`config.mk`:
```
export PLATFORM = sky130hd
export DESIGN_NAME = joy2quad_accel
export DESIGN_NICKNAME = d
export VERILOG_FILES = /design/src/rtl/joy2quad_accel.sv
export SDC_FILE = /design/constraint.sdc
export NUM_CORES = 1
export LEC_CHECK = 0
export ABC_AREA = 1
export BUFFER_PORTS_ARGS = -buffer_cell sky130_fd_sc_hd__buf_2
export CAP_MARGIN = 15
export CORE_AREA = 3 3 108 162
export DETAILED_ROUTE_END_ITERATION = 7
export DIE_AREA = 0 0 111 165
export GPL_ROUTABILITY_DRIVEN = 0
export HOLD_SLACK_MARGIN = 0.15
export PLACE_DENSITY = 0.72
export SLEW_MARGIN = 30
export SYNTH_ARGS = -nofsm -noshare
export SYNTH_HDL_FRONTEND = slang
export SYNTH_SLANG_ARGS = --single-unit
```
`constraint.sdc`:
```
create_clock -name CLK -period 8.7 [get_ports CLK]
set_input_delay 1.74 -clock CLK [delete_from_list [all_inputs] [get_ports CLK]]
set_output_delay 1.74 -clock CLK [all_outputs]
set_load 0.01 [all_outputs]
```
`src/rtl/joy2quad_accel.sv`:
```
// Joystick-to-quadrature encoder emulator: per-channel Gray-code phase stepping whose
// step rate doubles after every ACCEL_STEPS steps held in one direction, up to MAX_SPEED.
module joy2quad_accel #(
    parameter int unsigned CHANNELS    = 2,
    parameter int unsigned DIV_W       = 32,
    parameter int unsigned ACCEL_STEPS = 8,
    parameter int unsigned MAX_SPEED   = 3
) (
    input  logic                  CLK,
    input  logic                  RESET,
    input  logic [DIV_W-1:0]      clkdiv,
    input  logic [CHANNELS-1:0]   right,
    input  logic [CHANNELS-1:0]   left,
    output logic [2*CHANNELS-1:0] steer,
    output logic [CHANNELS-1:0]   moving
);

    localparam int unsigned SPD_W  = (MAX_SPEED > 0) ? $clog2(MAX_SPEED + 1) : 1;
    localparam int unsigned STEP_W = (ACCEL_STEPS > 1) ? $clog2(ACCEL_STEPS) : 1;
    localparam logic [STEP_W-1:0] STEP_LAST = STEP_W'(ACCEL_STEPS - 1);
    localparam logic [SPD_W-1:0]  SPD_MAX   = SPD_W'(MAX_SPEED);

    typedef enum logic [1:0] {
        IDLE  = 2'd0,
        RUN_R = 2'd1,
        RUN_L = 2'd2
    } dir_t;

    // Right walks 00->10->11->01, left walks the same ring backwards.
    function automatic logic [1:0] next_phase(input logic [1:0] ph, input logic to_right);
        logic [1:0] nx;
        nx = 2'b00;
        case (ph)
            2'b00:   nx = to_right ? 2'b10 : 2'b01;
            2'b10:   nx = to_right ? 2'b11 : 2'b00;
            2'b11:   nx = to_right ? 2'b01 : 2'b10;
            default: nx = to_right ? 2'b00 : 2'b11;
        endcase
        return nx;
    endfunction

    logic [CHANNELS-1:0] r_s1, r_s2, l_s1, l_s2;

    // Two-stage synchroniser for the asynchronous buttons.
    always_ff @(posedge CLK or posedge RESET) begin
        if (RESET) begin
            r_s1 <= '0;
            r_s2 <= '0;
            l_s1 <= '0;
            l_s2 <= '0;
        end else begin
            r_s1 <= right;
            r_s2 <= r_s1;
            l_s1 <= left;
            l_s2 <= l_s1;
        end
    end

    for (genvar ch = 0; ch < CHANNELS; ch++) begin : g_ch
        dir_t              dir, dir_nx, req;
        logic [1:0]        phase, phase_nx;
        logic [DIV_W-1:0]  count, count_nx;
        logic [SPD_W-1:0]  speed, speed_nx;
        logic [STEP_W-1:0] step_cnt, step_cnt_nx;
        logic              mov;
        logic              account;

        always_comb begin
            dir_nx      = dir;
            phase_nx    = phase;
            count_nx    = count;
            speed_nx    = speed;
            step_cnt_nx = step_cnt;
            account     = 1'b0;
            req         = IDLE;
            if (r_s2[ch] & ~l_s2[ch]) begin
                req = RUN_R;
            end else if (l_s2[ch] & ~r_s2[ch]) begin
                req = RUN_L;
            end

            case (dir)
                IDLE: begin
                    if (req != IDLE) begin
                        dir_nx   = req;
                        phase_nx = next_phase(phase, req == RUN_R);
                        count_nx = clkdiv;
                        account  = 1'b1;
                    end
                end
                default: begin
                    if (req == IDLE) begin
                        dir_nx      = IDLE;
                        count_nx    = '0;
                        speed_nx    = '0;
                        step_cnt_nx = '0;
                    end else if (req != dir) begin
                        dir_nx      = req;
                        phase_nx    = next_phase(phase, req == RUN_R);
                        count_nx    = clkdiv;
                        speed_nx    = '0;
                        step_cnt_nx = '0;
                    end else if (count != '0) begin
                        count_nx = count - DIV_W'(1);
                    end else begin
                        phase_nx = next_phase(phase, dir == RUN_R);
                        count_nx = clkdiv >> speed;
                        account  = 1'b1;
                    end
                end
            endcase

            // Step bookkeeping; the reload above already used the pre-update speed.
            if (account) begin
                if (step_cnt == STEP_LAST) begin
                    if (speed < SPD_MAX) begin
                        speed_nx    = speed + SPD_W'(1);
                        step_cnt_nx = '0;
                    end
                end else begin
                    step_cnt_nx = step_cnt + STEP_W'(1);
                end
            end
        end

        always_ff @(posedge CLK or posedge RESET) begin
            if (RESET) begin
                dir      <= IDLE;
                phase    <= 2'b00;
                count    <= '0;
                speed    <= '0;
                step_cnt <= '0;
                mov      <= 1'b0;
            end else begin
                dir      <= dir_nx;
                phase    <= phase_nx;
                count    <= count_nx;
                speed    <= speed_nx;
                step_cnt <= step_cnt_nx;
                mov      <= (dir_nx != IDLE);
            end
        end

        assign steer[2*ch +: 2] = phase;
        assign moving[ch]       = mov;
    end

endmodule

```
Yosys cells after proc, flatten, opt, wreduce, memory -nomap -nowiden
Cells that the tools add are included.
{ "op_classes": {"n_lt_le_gt_ge": 2, "n_eq_ne": 18, "add_sub_neg": 6, "bitwise": 8, "mux": 86, "n_reduce_logical": 14, "n_shift": 2} }
{ "op_table": {"columns": ["cell", "count"], "rows": [
  ["32-bit 2-to-1 mux", 10],
  ["2-bit 2-to-1 mux", 50],
  ["32-bit nonzero test", 2],
  ["32-bit by 2-bit >> shifter with 32-bit output", 2],
  ["32-bit by 1-bit subtractor with 32-bit output, second input constant", 2],
  ["3-bit 2-to-1 mux", 12],
  ["2-bit one-hot mux with 3 select lines", 4],
  ["2-bit zero test", 6],
  ["1-bit 2-to-1 mux", 10],
  ["2-bit by 1-bit == test with 1-bit output, second input constant", 4],
  ["2-bit == test, second input constant", 4],
  ["2-bit nonzero test", 4],
  ["3-bit by 1-bit adder with 3-bit output, second input constant", 2],
  ["3-bit == test, second input constant", 2],
  ["3-bit by 2-bit != test with 1-bit output, second input constant", 2],
  ["3-bit AND reduction", 2],
  ["2-bit by 1-bit adder with 2-bit output, second input constant", 2],
  ["1-bit AND", 4],
  ["2-bit < comparator, second input constant", 2],
  ["2-bit by 1-bit != test with 1-bit output, second input constant", 2],
  ["2-bit != test", 2],
  ["2-bit != test, second input constant", 2],
  ["1-bit NOT", 4]
]} }
{ "totals": {"regBits": 92, "output_inout_bits": 6, "word_cells": 152} }

Logic depth before layout (Yosys ltp)
{ "depth": {"word_depth": 11, "ltp_mapped": 14, "mapped_depth_nobuf": 14} }

Least setup slack after synthesis
OpenSTA, ideal clock, no wires.
{ "synth_timing": {"path_kind": "input -> register", "startpoint": "in clkdiv[23]", "endpoint": "reg g_ch[1].count[21]", "t_arrival_ns": 2.520, "stages": 7, "setup_time_ns": 0.065, "path_slack_ns": 6.115, "required_time_ns": 8.635, "path_cell_list": "inv_1 o21ai_0 mux2i_1 or2_2 nand3_1 nand2_1 nand2_1"} }
{ "synth_between": {"elab_chain_cells": 5} }
{ "synth_rtl": {"columns": ["item", "line", "rtl"], "rows": [
  ["from (decl)", "11", "input logic [DIV_W-1:0] clkdiv,"],
  ["32-bit by 2-bit >> shifter with 32-bit output", "107", "count_nx = clkdiv >> speed;"],
  ["32-bit 2-to-1 mux", "103", "end else if (count != '0) begin"],
  ["32-bit 2-to-1 mux", "97", "end else if (req != dir) begin"],
  ["32-bit 2-to-1 mux", "92", "if (req == IDLE) begin"],
  ["32-bit 2-to-1 mux", "82", "case (dir)"],
  ["to (signal assigned)", "137", "count <= count_nx;"],
  ["to (decl)", "62", "logic [DIV_W-1:0] count, count_nx;"]
]} }
No other way between the ends.
A chain may end at the register's enable or synchronous reset.

Final worst setup path
{ "layout_timing": {"startpoint": "reg r_s2[1]", "endpoint": "reg g_ch[1].count[18]"} }
{ "layout_between": {"elab_chain_cells": 8} }
{ "layout_rtl": {"columns": ["item", "line", "rtl"], "rows": [
  ["from (decl)", "42", "logic [CHANNELS-1:0] r_s1, r_s2, l_s1, l_s2;"],
  ["from (signal assigned)", "53", "r_s2 <= r_s1;"],
  ["1-bit NOT", "78", "end else if (l_s2[ch] & ~r_s2[ch]) begin"],
  ["1-bit AND", "78", null],
  ["2-bit 2-to-1 mux", "78", null],
  ["2-bit 2-to-1 mux (*)", "76", "if (r_s2[ch] & ~l_s2[ch]) begin"],
  ["2-bit != test", "97", null],
  ["32-bit 2-to-1 mux", "97", null],
  ["32-bit 2-to-1 mux", "92", null],
  ["32-bit 2-to-1 mux", "82", null]
]} }
Mark *: on every way between the ends. The rest lies on a longest branch, timed or not.

==> impl_results.md <==
- Distinct cell type count after synthesis: 42
- Final Hold Violating Endpoints: 0
- I/O Pins: 44
- Cts repair resizes: 0
- Clock root buffer: clkbuf_16
- Outcome: finished, final reports clean
- Async set-reset flop share out of synthesis: 1.00
- Commonest non-fill, non-tap cell in the layout: nand2_1
- Final #Nets: roughly 1600
- First-pass GRT wire length: 44800 um
- Worst-margin pin slew: roughly 900 ps
- Synth Area in Compound Gates: 0.169
- Core area: 16200 um^2
- Most common flop cell mapped by yosys: dfrtp_1
- Postcts setup bufs: 0
- Hold_ws: around 350 ps
- Hold_buf cts: 0
- Detailed Place HPWL: ~22000 um
- Critical hold path startpoint: l_s1[1]$_DFF_PP0_
- Vias per cell: approximately 5.5
- RSZ-0062 raised after global routing: false
- Total Wirelength: 27600 um
- Number of global-route vias before repair: 8923
- P&R area growth vs syn: 6.14%
- Setup_tns: 0 ps
- Cell Chain, Critical Path: inv_1 > ha_1 > clkinv_1 > nor2_2 > buf_4 > inv_1 > o22ai_1 > inv_1 > nand2_1
- Die Y: 165 um
- Post-synthesis adder-cell area fraction: 0.0197
- Synth top area share: 0.258
- Share of cells above drive strength 1: 0.0771
- Worst Path Required: 8990 ps
- EDFF count, synth: 0
- Simple-gate share of the synthesized area: 0.419
- PortBufs: 43
- Netlist Area Pre-Place: 8910 um^2
- Chip width: approximately 110 um
- Final Skew: roughly 10 ps
- Drt drc: 0
- Setup crit start kind: flop
- Iter 0 DRT Violations: 760
- TritonCTS clock tree: built
- Top achievable clock speed: roughly 350 MHz
- Clock transition at path regs: approximately 80 ps
- Largest family of logic cells by synthesized area: simple AND/OR/NAND/NOR gates
- Most frequent cells in the layout: nand2_1 (599), nor2_1 (160), inv_1 (142)
- DR pass1 iterations: 5
- Min Tclk post-route: between 2000 and 3000 ps
- CP peak stage delay: slightly below 900 ps
- Avg Cell Area, Syn: between 5 and 6 um^2
- Antenna Nets Post-Route: 0
- Total placed cells including tap cells: roughly 1700
- Top Family by Delay on Critical Path: buffers and inverters
- VDD IR-drop max: 0.000122 V
- Worst Hold Class: reg2reg
- Row cnt: 57
- Synth area leader: dfrtp_1
- Fin cells: ~1800
- Die area: between 15000 and 20000 um^2
- Finished Core Util: 0.584
- Max transition margin: 0.398
- Yosys reg bits: just over 90
- Synth Instances: ~1500
- YS warnings: 0
- Clk buf depth: 2
- Total leakage power: roughly 0.0047 uW
- Max-cap violation count: 0
- Buffers and inverters on the worst path: 5
- RR Startpoint: r_s2[1]$_DFF_PP0_
- Sequential share of the synthesized area: 0.258
- Drt wl/cell: around 16 um
- CP startpoint: r_s2[1]$_DFF_PP0_
- Worst Setup End Kind: flop
- Arrival time worst endpoint: around 3100 ps
- Fin. max-slew vios: 0
- Via count of the routed design: 9641
- WS Path Type: reg2reg
- TritonCTS buffer count: 9
- Starting Density: 0.550
- Portion of netlist area occupied by mux cells: 0.00674
- Mapped Nets: between 1500 and 2000
- Area contributors post-synth: dfrtp_1 (26%), nand2_1 (25%), nor2_1 (6.7%)
- Total GRT Usage: 0.302
- Initial antenna violation count: 0
- Post-Synth XOR/XNOR Area: 0.0285
- Cell Pwr Density: approximately 180 nW/um^2
- CP most frequent cell: inv_1
- Slowest cell on the critical path: ha_1
- ANT cells: 0
- Worst-Skew Late Latency: approximately 360 ps
- CTS Sinks: a little over 90
- Fin crit share: 0.328
- Global route overflow: 0
- Clock H-tree levels: 3
- Max Fanout on Critical Path: 26
- Final setup violation count: 0
- Largest net degree at the start of global routing: 65
-- area by class of cell --
type	count	area, um^2
sequential	92	2300
clock buffer	9	225
timing repair buffer	53	290
clock inverter	7	62.6
fill	1663	6740
inverter	153	578
tap	206	258
multi-input combinational	1242	5740
-- per-stage QoR --
| stage | instance area (um^2) | total power (uW) | setup WS (ps) |
|---|---|---|---|
| detailed placement | 9170 | 1300 | 5760 |
| CTS | 9450 | 1700 | 5870 |
| global placement | 9160 | 1280 | 5770 |
| global route | 9450 | 1840 | 5600 |
| floorplan | 8910 | 1110 | 4570 |
| finish | 9450 | 1700 | 5850 |
-- logic make-up (layout without fill, tap and decap cells) --
group	after synthesis	in the layout
xor gates and xnor gates	29	29
muxes	6	6
and+or+nand+nor	909	909
buffers and inverters	215	222
AOI/OAI and AO/OA	284	284
adders and majority gates	14	14
DFF	92	92
-- metal layers --
metal | part of all wire | global-route usage
met4 | 0.056 | 0.175
met1 | 0.41 | 0.365
met3 | 0.048 | 0.0257
met5 | 0 | 0
met2 | 0.49 | 0.528
-- Yosys cell counts (all sizes together) (5+ instances only) --
master	number
nand3	101
nand2	606
nand4	11
xnor2	8
ha	14
a21oi	120
buf	25
o22ai	6
o21bai	5
nor2	182
clkinv	5
inv	148
dfrtp	92
o21ai	146
mux2i	6
clkbuf	37
o211ai	6
xor2	21
-- sequential cells by signal, indices dropped and copies added (netlist names), 4 cells and up --
register,cells
g_ch.dir,4
g_ch.step_cnt,6
g_ch.speed,4
g_ch.phase,4
g_ch.count,64
-- worst reg2reg max path: stages (launching register included) --
cell and delay (ps):
dfrtp_1 350, inv_1 50, ha_1 870, clkinv_1 480, nor2_2 200, buf_4 300
inv_1 220, o22ai_1 200, inv_1 60, nand2_1 60
-- power breakdown --
part	switching (uW)	internal, uW	leakage, uW	total [uW]
Sequential	93.7	509	0.00114	602
Clock	196	202	0.000145	398
Combinational	474	228	0.00337	702
Total	764	939	0.00465	1700
-- final timing paths --
path | slack, ps | to | cells after the start
worst max-delay path | 5850 | g_ch[1].count[18]$_DFFE_PP0P_ | 9
worst min-delay path | 350 | l_s2[1]$_DFF_PP0_ | 0
worst max register to register | 5850 | g_ch[1].count[18]$_DFFE_PP0P_ | 9
worst min register to register | 350 | l_s2[1]$_DFF_PP0_ | 0
max in group asynchronous | 6200 | g_ch[1].count[23]$_DFFE_PP0P_ | 3
min in group asynchronous | 1440 | g_ch[0].count[1]$_DFFE_PP0P_ | 2
No activity file was read; power rests on OpenSTA's default activity.
